==> src/rtl/activation_write_buffer_if.sv <==
// activation_write_buffer_if: producer-side and cache-side buses of activation_write_buffer
// With ACT_WB_AUTOADDR_EN the producer bus carries no address; the buffer generates it.
interface act_wb_in_if #(parameter int ADDRESS_WIDTH = 21, parameter int WORD_SIZE = 16);
  logic in_valid;
  logic in_ready;
  logic [WORD_SIZE-1:0] in_activation;
`ifdef ACT_WB_AUTOADDR_EN
  modport master(output in_valid, in_activation, input in_ready);
  modport slave(input in_valid, in_activation, output in_ready);
`else
  logic [ADDRESS_WIDTH-1:0] in_address;
  modport master(output in_valid, in_activation, in_address, input in_ready);
  modport slave(input in_valid, in_activation, in_address, output in_ready);
`endif
endinterface

interface act_wb_cache_if #(parameter int ADDRESS_WIDTH = 21, parameter int WORD_SIZE = 16);
  logic cache_request;
  logic cache_read_write;
  logic [ADDRESS_WIDTH-1:0] cache_address;
  logic [WORD_SIZE-1:0] cache_activation_in;
  logic cache_valid;
  logic cache_error;
  modport master(output cache_request, cache_read_write, cache_address, cache_activation_in,
                 input cache_valid, cache_error);
  modport slave(input cache_request, cache_read_write, cache_address, cache_activation_in,
                output cache_valid, cache_error);
endinterface

==> src/rtl/activation_write_buffer.sv <==
// activation_write_buffer: FIFO of activations issued as two-cycle writes to the activation cache
// ACT_WB_AUTOADDR_EN: addresses come from an internal counter loaded by start/base_address.
module activation_write_buffer #(
  parameter int DEPTH = 8,
  parameter int ADDRESS_WIDTH = 21,
  parameter int WORD_SIZE = 16
) (
  input  logic clk,
  input  logic reset,
`ifdef ACT_WB_AUTOADDR_EN
  input  logic start,
  input  logic [ADDRESS_WIDTH-1:0] base_address,
`endif
  act_wb_in_if.slave in_if,
  act_wb_cache_if.master cache_if,
  output logic [$clog2(DEPTH+1)-1:0] count,
  output logic busy,
  output logic halted
);
  localparam int CW = $clog2(DEPTH + 1);
  localparam int PW = $clog2(DEPTH);
  typedef enum logic [1:0] {IDLE, PHASE_A, PHASE_B, HALT} state_t;
  state_t state_q, state_d;
  logic [PW-1:0] wr_ptr_q, wr_ptr_d, rd_ptr_q, rd_ptr_d;
  logic [CW-1:0] count_q, count_d;
  logic [ADDRESS_WIDTH-1:0] addr_mem_q [DEPTH];
  logic [ADDRESS_WIDTH-1:0] addr_mem_d [DEPTH];
  logic [WORD_SIZE-1:0] act_mem_q [DEPTH];
  logic [WORD_SIZE-1:0] act_mem_d [DEPTH];
  logic [ADDRESS_WIDTH-1:0] push_addr;
  logic push, pop, active;
`ifdef ACT_WB_AUTOADDR_EN
  logic [ADDRESS_WIDTH-1:0] addr_cnt_q, addr_cnt_d;
  always_comb begin
    push_addr = start ? base_address : addr_cnt_q;
    addr_cnt_d = push ? push_addr + ADDRESS_WIDTH'(1) : push_addr;
  end
  always_ff @(posedge clk or posedge reset)
    if (reset) addr_cnt_q <= '0;
    else addr_cnt_q <= addr_cnt_d;
`else
  always_comb push_addr = in_if.in_address;
`endif
  always_comb begin
    halted = state_q == HALT;
    in_if.in_ready = count_q < CW'(DEPTH) && !halted;
    push = in_if.in_valid && in_if.in_ready;
    // an erroring cache has not committed the write, so the head is kept
    pop = state_q == PHASE_B && !cache_if.cache_error;
    wr_ptr_d = push ? wr_ptr_q + PW'(1) : wr_ptr_q;
    rd_ptr_d = pop ? rd_ptr_q + PW'(1) : rd_ptr_q;
    count_d = count_q + CW'(push) - CW'(pop);
    addr_mem_d = addr_mem_q;
    act_mem_d = act_mem_q;
    if (push) begin
      addr_mem_d[wr_ptr_q] = push_addr;
      act_mem_d[wr_ptr_q] = in_if.in_activation;
    end
    case (state_q)
      IDLE:    state_d = count_q != '0 ? PHASE_A : IDLE;
      PHASE_A: state_d = cache_if.cache_valid ? PHASE_B : HALT;
      PHASE_B: state_d = count_d != '0 ? PHASE_A : IDLE;
      default: state_d = HALT;
    endcase
    if (cache_if.cache_error) state_d = HALT;
  end
  // read_write stays 1 whenever request is 0 so the cache never sees an idle write
  always_comb begin
    active = state_q == PHASE_A || state_q == PHASE_B;
    cache_if.cache_request = active;
    cache_if.cache_read_write = !active;
    cache_if.cache_address = active ? addr_mem_q[rd_ptr_q] : '0;
    cache_if.cache_activation_in = active ? act_mem_q[rd_ptr_q] : '0;
    count = count_q;
    busy = count_q != '0 || state_q != IDLE;
  end
  always_ff @(posedge clk or posedge reset)
    if (reset) begin
      state_q <= IDLE;
      wr_ptr_q <= '0;
      rd_ptr_q <= '0;
      count_q <= '0;
      addr_mem_q <= '{default: '0};
      act_mem_q <= '{default: '0};
    end else begin
      state_q <= state_d;
      wr_ptr_q <= wr_ptr_d;
      rd_ptr_q <= rd_ptr_d;
      count_q <= count_d;
      addr_mem_q <= addr_mem_d;
      act_mem_q <= act_mem_d;
    end
endmodule

==> src/flat_wrapper.sv <==
// flat-port wrapper written by rule: the top's interface ports become plain ports
module activation_write_buffer_flat 
#(
  parameter int DEPTH = 8,
  parameter int ADDRESS_WIDTH = 21,
  parameter int WORD_SIZE = 16
)
  (clk, reset, count, busy, halted, in_if_in_valid, in_if_in_activation, in_if_in_address, in_if_in_ready, cache_if_cache_request, cache_if_cache_read_write, cache_if_cache_address, cache_if_cache_activation_in, cache_if_cache_valid, cache_if_cache_error);
  act_wb_in_if #(.ADDRESS_WIDTH(ADDRESS_WIDTH), .WORD_SIZE(WORD_SIZE)) in_if_i ();
  act_wb_cache_if #(.ADDRESS_WIDTH(ADDRESS_WIDTH), .WORD_SIZE(WORD_SIZE)) cache_if_i ();
  input  logic clk;
  input  logic reset;
  output logic [$clog2(DEPTH+1)-1:0] count;
  output logic busy;
  output logic halted;
  input wire logic [$bits(in_if_i.in_valid)-1:0] in_if_in_valid;
  input wire logic [$bits(in_if_i.in_activation)-1:0] in_if_in_activation;
  input wire logic [$bits(in_if_i.in_address)-1:0] in_if_in_address;
  output wire logic [$bits(in_if_i.in_ready)-1:0] in_if_in_ready;
  output wire logic [$bits(cache_if_i.cache_request)-1:0] cache_if_cache_request;
  output wire logic [$bits(cache_if_i.cache_read_write)-1:0] cache_if_cache_read_write;
  output wire logic [$bits(cache_if_i.cache_address)-1:0] cache_if_cache_address;
  output wire logic [$bits(cache_if_i.cache_activation_in)-1:0] cache_if_cache_activation_in;
  input wire logic [$bits(cache_if_i.cache_valid)-1:0] cache_if_cache_valid;
  input wire logic [$bits(cache_if_i.cache_error)-1:0] cache_if_cache_error;
  assign in_if_i.in_valid = in_if_in_valid;
  assign in_if_i.in_activation = in_if_in_activation;
  assign in_if_i.in_address = in_if_in_address;
  assign in_if_in_ready = in_if_i.in_ready;
  assign cache_if_cache_request = cache_if_i.cache_request;
  assign cache_if_cache_read_write = cache_if_i.cache_read_write;
  assign cache_if_cache_address = cache_if_i.cache_address;
  assign cache_if_cache_activation_in = cache_if_i.cache_activation_in;
  assign cache_if_i.cache_valid = cache_if_cache_valid;
  assign cache_if_i.cache_error = cache_if_cache_error;
  activation_write_buffer #(.DEPTH(DEPTH), .ADDRESS_WIDTH(ADDRESS_WIDTH), .WORD_SIZE(WORD_SIZE)) u_core (.clk(clk), .reset(reset), .in_if(in_if_i), .cache_if(cache_if_i), .count(count), .busy(busy), .halted(halted));
endmodule
==> config.mk <==
export PLATFORM = sky130hd
export DESIGN_NAME = activation_write_buffer_flat
export DESIGN_NICKNAME = d
export VERILOG_FILES = /design/src/rtl/activation_write_buffer_if.sv /design/src/rtl/activation_write_buffer.sv /design/src/flat_wrapper.sv
export SDC_FILE = /design/constraint.sdc
export NUM_CORES = 1
export LEC_CHECK = 0
export CELL_PAD_IN_SITES_DETAIL_PLACEMENT = 1
export CELL_PAD_IN_SITES_GLOBAL_PLACEMENT = 1
export CORE_ASPECT_RATIO = 0.8
export CORE_MARGIN = 5
export CORE_UTILIZATION = 30
export CTS_CLUSTER_DIAMETER = 40
export CTS_CLUSTER_SIZE = 16
export DETAILED_ROUTE_END_ITERATION = 8
export PLACE_DENSITY_LB_ADDON = 0.1
export SYNTH_ARGS = -nofsm -noshare
export SYNTH_HDL_FRONTEND = slang
export SYNTH_SLANG_ARGS = --single-unit
==> constraint.sdc <==
create_clock -name clk -period 12.8 [get_ports clk]
set_input_delay 1.92 -clock clk [delete_from_list [all_inputs] [get_ports clk]]
set_output_delay 1.92 -clock clk [all_outputs]
set_load 0.02 [all_outputs]
## Word level (Yosys, flattened, before mapping)

Cells that the tools add are included.

- Flip-flop bits (word level): 308
- Word-level logic and storage cells: 65
- Output and inout bits: 46
- Input bits: 42

- $add $sub $neg: 4
- Multiplexer cells: 19
- Order comparisons: 4
- Eq/ne operators: 3
- Bitwise gates (word level): 2
- Reductions and logical operators: 13

Operators with widths:

| cell | count |
|---|---|
| $bwmux 168 | 1 |
| $bwmux 128 | 1 |
| $mux 21 | 4 |
| $mux 16 | 4 |
| $bmux 21 s3 | 1 |
| $demux 21 s3 | 1 |
| $bmux 16 s3 | 1 |
| $demux 16 s3 | 1 |
| $ge 4x4->1 const B | 2 |
| $not 3->4 | 2 |
| $reduce_bool 4->1 | 2 |
| $add 3x1->3 const B | 2 |
| $pmux 2 s3 | 1 |
| $add 4x1->4 | 1 |
| $eq 2x2->1 const B | 2 |
| $logic_and 1x1->1 | 4 |
| $lt 4x1->1 const B | 1 |
| $lt 4x4->1 const B | 1 |
| $sub 4x1->4 | 1 |
| $logic_not 1->1 | 3 |
| $mux 1 | 3 |
| $eq 2x1->1 const B | 1 |
| $logic_not 2->1 | 1 |
| $logic_or 1x1->1 | 2 |
| other kinds (2) | 2 |

## Longest topological paths before layout

- Depth in word-level cells: 10
- Mapped depth: 11
- Gate-level depth less buffers: 11

## Least setup slack after synthesis

OpenSTA, ideal clock, no wires.

- Path type: input to register
- Start: input port cache_if_cache_error
- End: register u_core.state_q[0]
- Arrival: 3.870 ns
- Path buffers: 0
- Cell stages on the path: 9
- Required time: 12.679 ns
- Slack: 8.809 ns
- Library setup time: 0.121 ns
- Cell sequence: nor2b_1 -> ha_1 -> inv_1 -> ha_1 -> inv_1 -> fa_1 -> inv_1 -> or4_1 -> o22a_1

- Cells in the longest elaborated chain, start to end: 7

Ends and longest elaborated chain:

| element | line | text |
|---|---|---|
| from (decl) | flat_wrapper.sv:25 | `input wire logic [$bits(cache_if_i.cache_error)-1:0] cache_if_cache_error;` |
| $logic_not 1->1 | activation_write_buffer.sv:49 | `pop = state_q == PHASE_B && !cache_if.cache_error;` |
| $logic_and 1x1->1 | activation_write_buffer.sv:49 |  |
| $sub 4x1->4 | activation_write_buffer.sv:52 | `count_d = count_q + CW'(push) - CW'(pop);` |
| via u_core.count_d[1] | activation_write_buffer.sv:25 | `logic [CW-1:0] count_q, count_d;` |
| $reduce_bool 4->1 | activation_write_buffer.sv:62 | `PHASE_B: state_d = count_d != '0 ? PHASE_A : IDLE;` |
| $mux 1 | activation_write_buffer.sv:62 |  |
| $pmux 2 s3 | activation_write_buffer.sv:59 | `case (state_q)` |
| $mux 2 | activation_write_buffer.sv:65 | `if (cache_if.cache_error) state_d = HALT;` |
| via u_core.state_d[0] | activation_write_buffer.sv:23 | `state_t state_q, state_d;` |
| to (signal assigned) | activation_write_buffer.sv:86 | `state_q <= state_d;` |
| to (decl) | activation_write_buffer.sv:23 |  |

The timed path passes the listed nets, and every way through them passes these cells.
A chain may end at the register's enable or synchronous reset.

## Final worst setup path

- Start: register u_core.rd_ptr_q[0]
- End: output port cache_if_cache_activation_in[11]

- Cells in the longest elaborated chain, start to end: 5

Ends and longest elaborated chain:

| element | line | text |
|---|---|---|
| from (decl) | activation_write_buffer.sv:24 | `logic [PW-1:0] wr_ptr_q, wr_ptr_d, rd_ptr_q, rd_ptr_d;` |
| from (signal assigned) | activation_write_buffer.sv:88 | `rd_ptr_q <= rd_ptr_d;` |
| $not 3->4 (implied by the code) | activation_write_buffer.sv:73 | `cache_if.cache_activation_in = active ? act_mem_q[rd_ptr_q] : '0;` |
| $bmux 16 s3 | activation_write_buffer.sv:73 |  |
| $mux 16 (implied by the code) (2 in a row) | activation_write_buffer.sv:73 |  |
| $mux 16 | activation_write_buffer.sv:73 |  |
| to (decl) | flat_wrapper.sv:23 | `output wire logic [$bits(cache_if_i.cache_activation_in)-1:0] cache_if_cache_activation_in;` |

Every way passes these cells. The select of a mux whose other input is x is not followed.

==> summary.txt <==
Clock network
  • CTS-repair resized insts: 0
  • CTS Buf Count: 55
  • Post-CTS setup buffers: 0
  • Clock root buffer: clkbuf_16
  • CTS tree: built
  • Hold Buf Count CTS: 0
  • CTS sink cnt: 308
  • H-tree levels: 2
  • CTS Buffer Depth: 3
  • Skew-Pair Late Insertion Delay: 580 ps
  • Clock-pin slew of the registers on the worst-case setup and hold paths: 50 ps

Min path
  • Min-delay worst type: flop to flop

Power and ir drop
  • Max VDD drop: 80.6 uV
  • Tot Pwr: 2.65 mW
  • Pwr Density: 151 nW/um2
  • Leak: 8.11 nW

Floorplanning
  • Chip Width: 253 um
  • Rows: 71
  • Initial Utilization: 30.2%
  • Die Ht: 204 um
  • Area of the die: 51,700 um2
  • I/O pin total: 88
  • Core area: 46,900 um2

Place
  • Port Buffer Count: 87
  • DP HPWL: 19,700 um
  • RD Place Congestion: 0.663

GRT
  • Global-route wire length before repair: 57,200 um
  • Initial antenna violation count: 1
  • Vias in the first global route: 9,001
  • Largest net degree at the start of global routing: 100
  • Grt total ovfl: 0
  • Global Route Usage Sum: 14.3%

Run
  • Maxcap violations: 0

Synth
  • Synthesized area: 14,200 um2
  • Synth warn: 0
  • Mapped Nets: 918
  • Top FF cell, synth: dfrtp_1
  • Synth unique cells: 31
  • Post-Syn Instances: 864
  • Avg Synthesized Cell Area: 16.4 um2
  • Post-synth EDFFs: 0
  • FF+latch count, synth: 308
  • Post-synthesis sequential area ratio: 54.4%
  • Synth async-reset ratio: 100%

Timing
  • Setup TNS: 0 ps
  • Final hold vios: 0
  • Final period util: 45.4%
  • Measured slew at the worst slew-check pin: 1020 ps
  • Fmax: 0.172 GHz
  • Fin. max-slew vios: 0
  • Fin crit period: 5810 ps
  • Max Clock Skew: 13.1 ps
  • RSZ-0062 raised after global routing: false
  • Slew HR: 31.8%
  • Setup-failing EPs final: 0

Route
  • Routed via count: 7,869
  • Drt pass-1 iters: 4
  • # DRC: 0
  • DRT antenna net count: 0
  • WL final: 35,900 um
  • Vias per cell: 4.81
  • Mean routed wirelength per cell: 21.9 um
  • DR iter-0 viols: 287

Final layout
  • Fill cells: 4,702
  • Area of the multi-input gates: 6030 um2
  • Area grow syn2layout: 24.0%
  • Share of cells above drive strength 1: 49.1%
  • Commonest non-fill, non-tap cell in the layout: dfrtp_1
  • Reg area: 7720 um2
  • Number of nets in the layout: 1,025
  • Most frequent cells in the layout: 305 x dfrtp_1, 268 x mux2_2, 87 x clkdlybuf4s50_1, 74 x mux4_2, 55 x clkbuf_16
  • Antenna diodes: 0

Setup path
  • Setup CP Type: flop to output port
  • Critical path peak fanout: 46
  • Worst reg2reg setup slack: 9710 ps
  • Data arrival, critical path: 3890 ps
  • Worst endpoint required time: 10,880 ps
  • Crit path launch type: flop
  • Setup crit end kind: output port

Run status
  • Outcome: completed
## final cells by class
| cell class | count | area share [%] |
|---|---|---|
| Tap cell | 620 | 4.41 |
| Clock inverter | 37 | 3.19 |
| Multi-Input combinational cell | 491 | 34.3 |
| Clock buffer | 64 | 8.30 |
| Sequential cell | 308 | 43.9 |
| Timing Repair Buffer | 101 | 5.55 |
| Inverter | 14 | 0.342 |
## through the flow
step	std cells	worst slack [ps]	cell area, um2	util, %	hold WS [ps]
after floorplan	864	2360	14200	-	474
after global placement	1534	7420	15600	33.2	483
after detailed placement	1534	7440	15600	33.2	488
after CTS	1635	6810	17600	37.5	500
after global routing	1635	6670	17600	37.5	511
final	1635	6990	17600	37.5	498
## worst max-delay path, stage by stage (launching register included)
cell             delay [ps]
dfrtp_4                 850
buf_4                   900
mux4_2                  610
mux2i_1                 300
nor2_1                   70
clkdlybuf4s50_1         570
## registers in the layout (all words and copies together) (netlist names)
signal,flops
u_core.addr_mem_q,168
u_core.rd_ptr_q,3
u_core.act_mem_q,128
u_core.wr_ptr_q,3
u_core.state_q,2
u_core.count,4
## cells in the mapped netlist, types with 3 or more instances
cell / count / area share (%)
xor2_1: 3 / 0.19
clkbuf_1: 13 / 0.34
nor2_1: 40 / 1.1
xnor2_1: 3 / 0.19
nor2b_1: 3 / 0.13
mux2_4: 30 / 3.2
inv_1: 14 / 0.37
mux4_2: 74 / 12
mux2_2: 268 / 21
nand2_2: 6 / 0.26
buf_2: 19 / 0.67
mux2i_1: 37 / 2.6
ha_1: 11 / 0.97
dfrtp_1: 308 / 54
buf_12: 4 / 0.56
nand2_1: 4 / 0.11
buf_6: 13 / 1.0
## cells by family (layout without fill, tap and decap cells)
logic type / count (synthesis) / in the layout / synth area share, %
adder cells (fa/ha/maj): 12 / 12 / 1.11
buffers and inverters: 65 / 216 / 3.06
multiplexers: 409 / 409 / 38.8
flip-flops: 308 / 308 / 54.4
AO/OA/AOI/OAI: 4 / 4 / 0.212
AND/OR/NAND/NOR: 60 / 60 / 2.03
XOR/XNOR: 6 / 6 / 0.371
## layer usage
metal	track usage (%)	wire length, um	up-vias
met5	0	11	-
met4	3.91	652	2
met3	3.03	1220	54
met2	22.2	16400	113
met1	20.5	17600	4267
li1	-	-	3433
## power breakdown
| group | internal (mW) | total [mW] | switching (mW) |
|---|---|---|---|
| sequential | 0.979 | 0.984 | 0.00452 |
| clock | 1.07 | 1.59 | 0.528 |
| combinational | 0.0269 | 0.0764 | 0.0495 |
## worst paths after layout
path | end | cells past startpoint | startpoint
worst max-delay path | cache_if_cache_activation_in[11] | 5 | u_core.rd_ptr_q[0]
worst min-delay path | u_core.addr_mem_q[98] | 1 | u_core.addr_mem_q[98]
worst max register to register | u_core.state_q[0] | 11 | u_core.state_q[0]
worst min register to register | u_core.addr_mem_q[98] | 1 | u_core.addr_mem_q[98]
max in group asynchronous | u_core.rd_ptr_q[1] | 3 | reset
min in group asynchronous | u_core.act_mem_q[0] | 2 | reset
No activity file was read; power rests on OpenSTA's default activity.
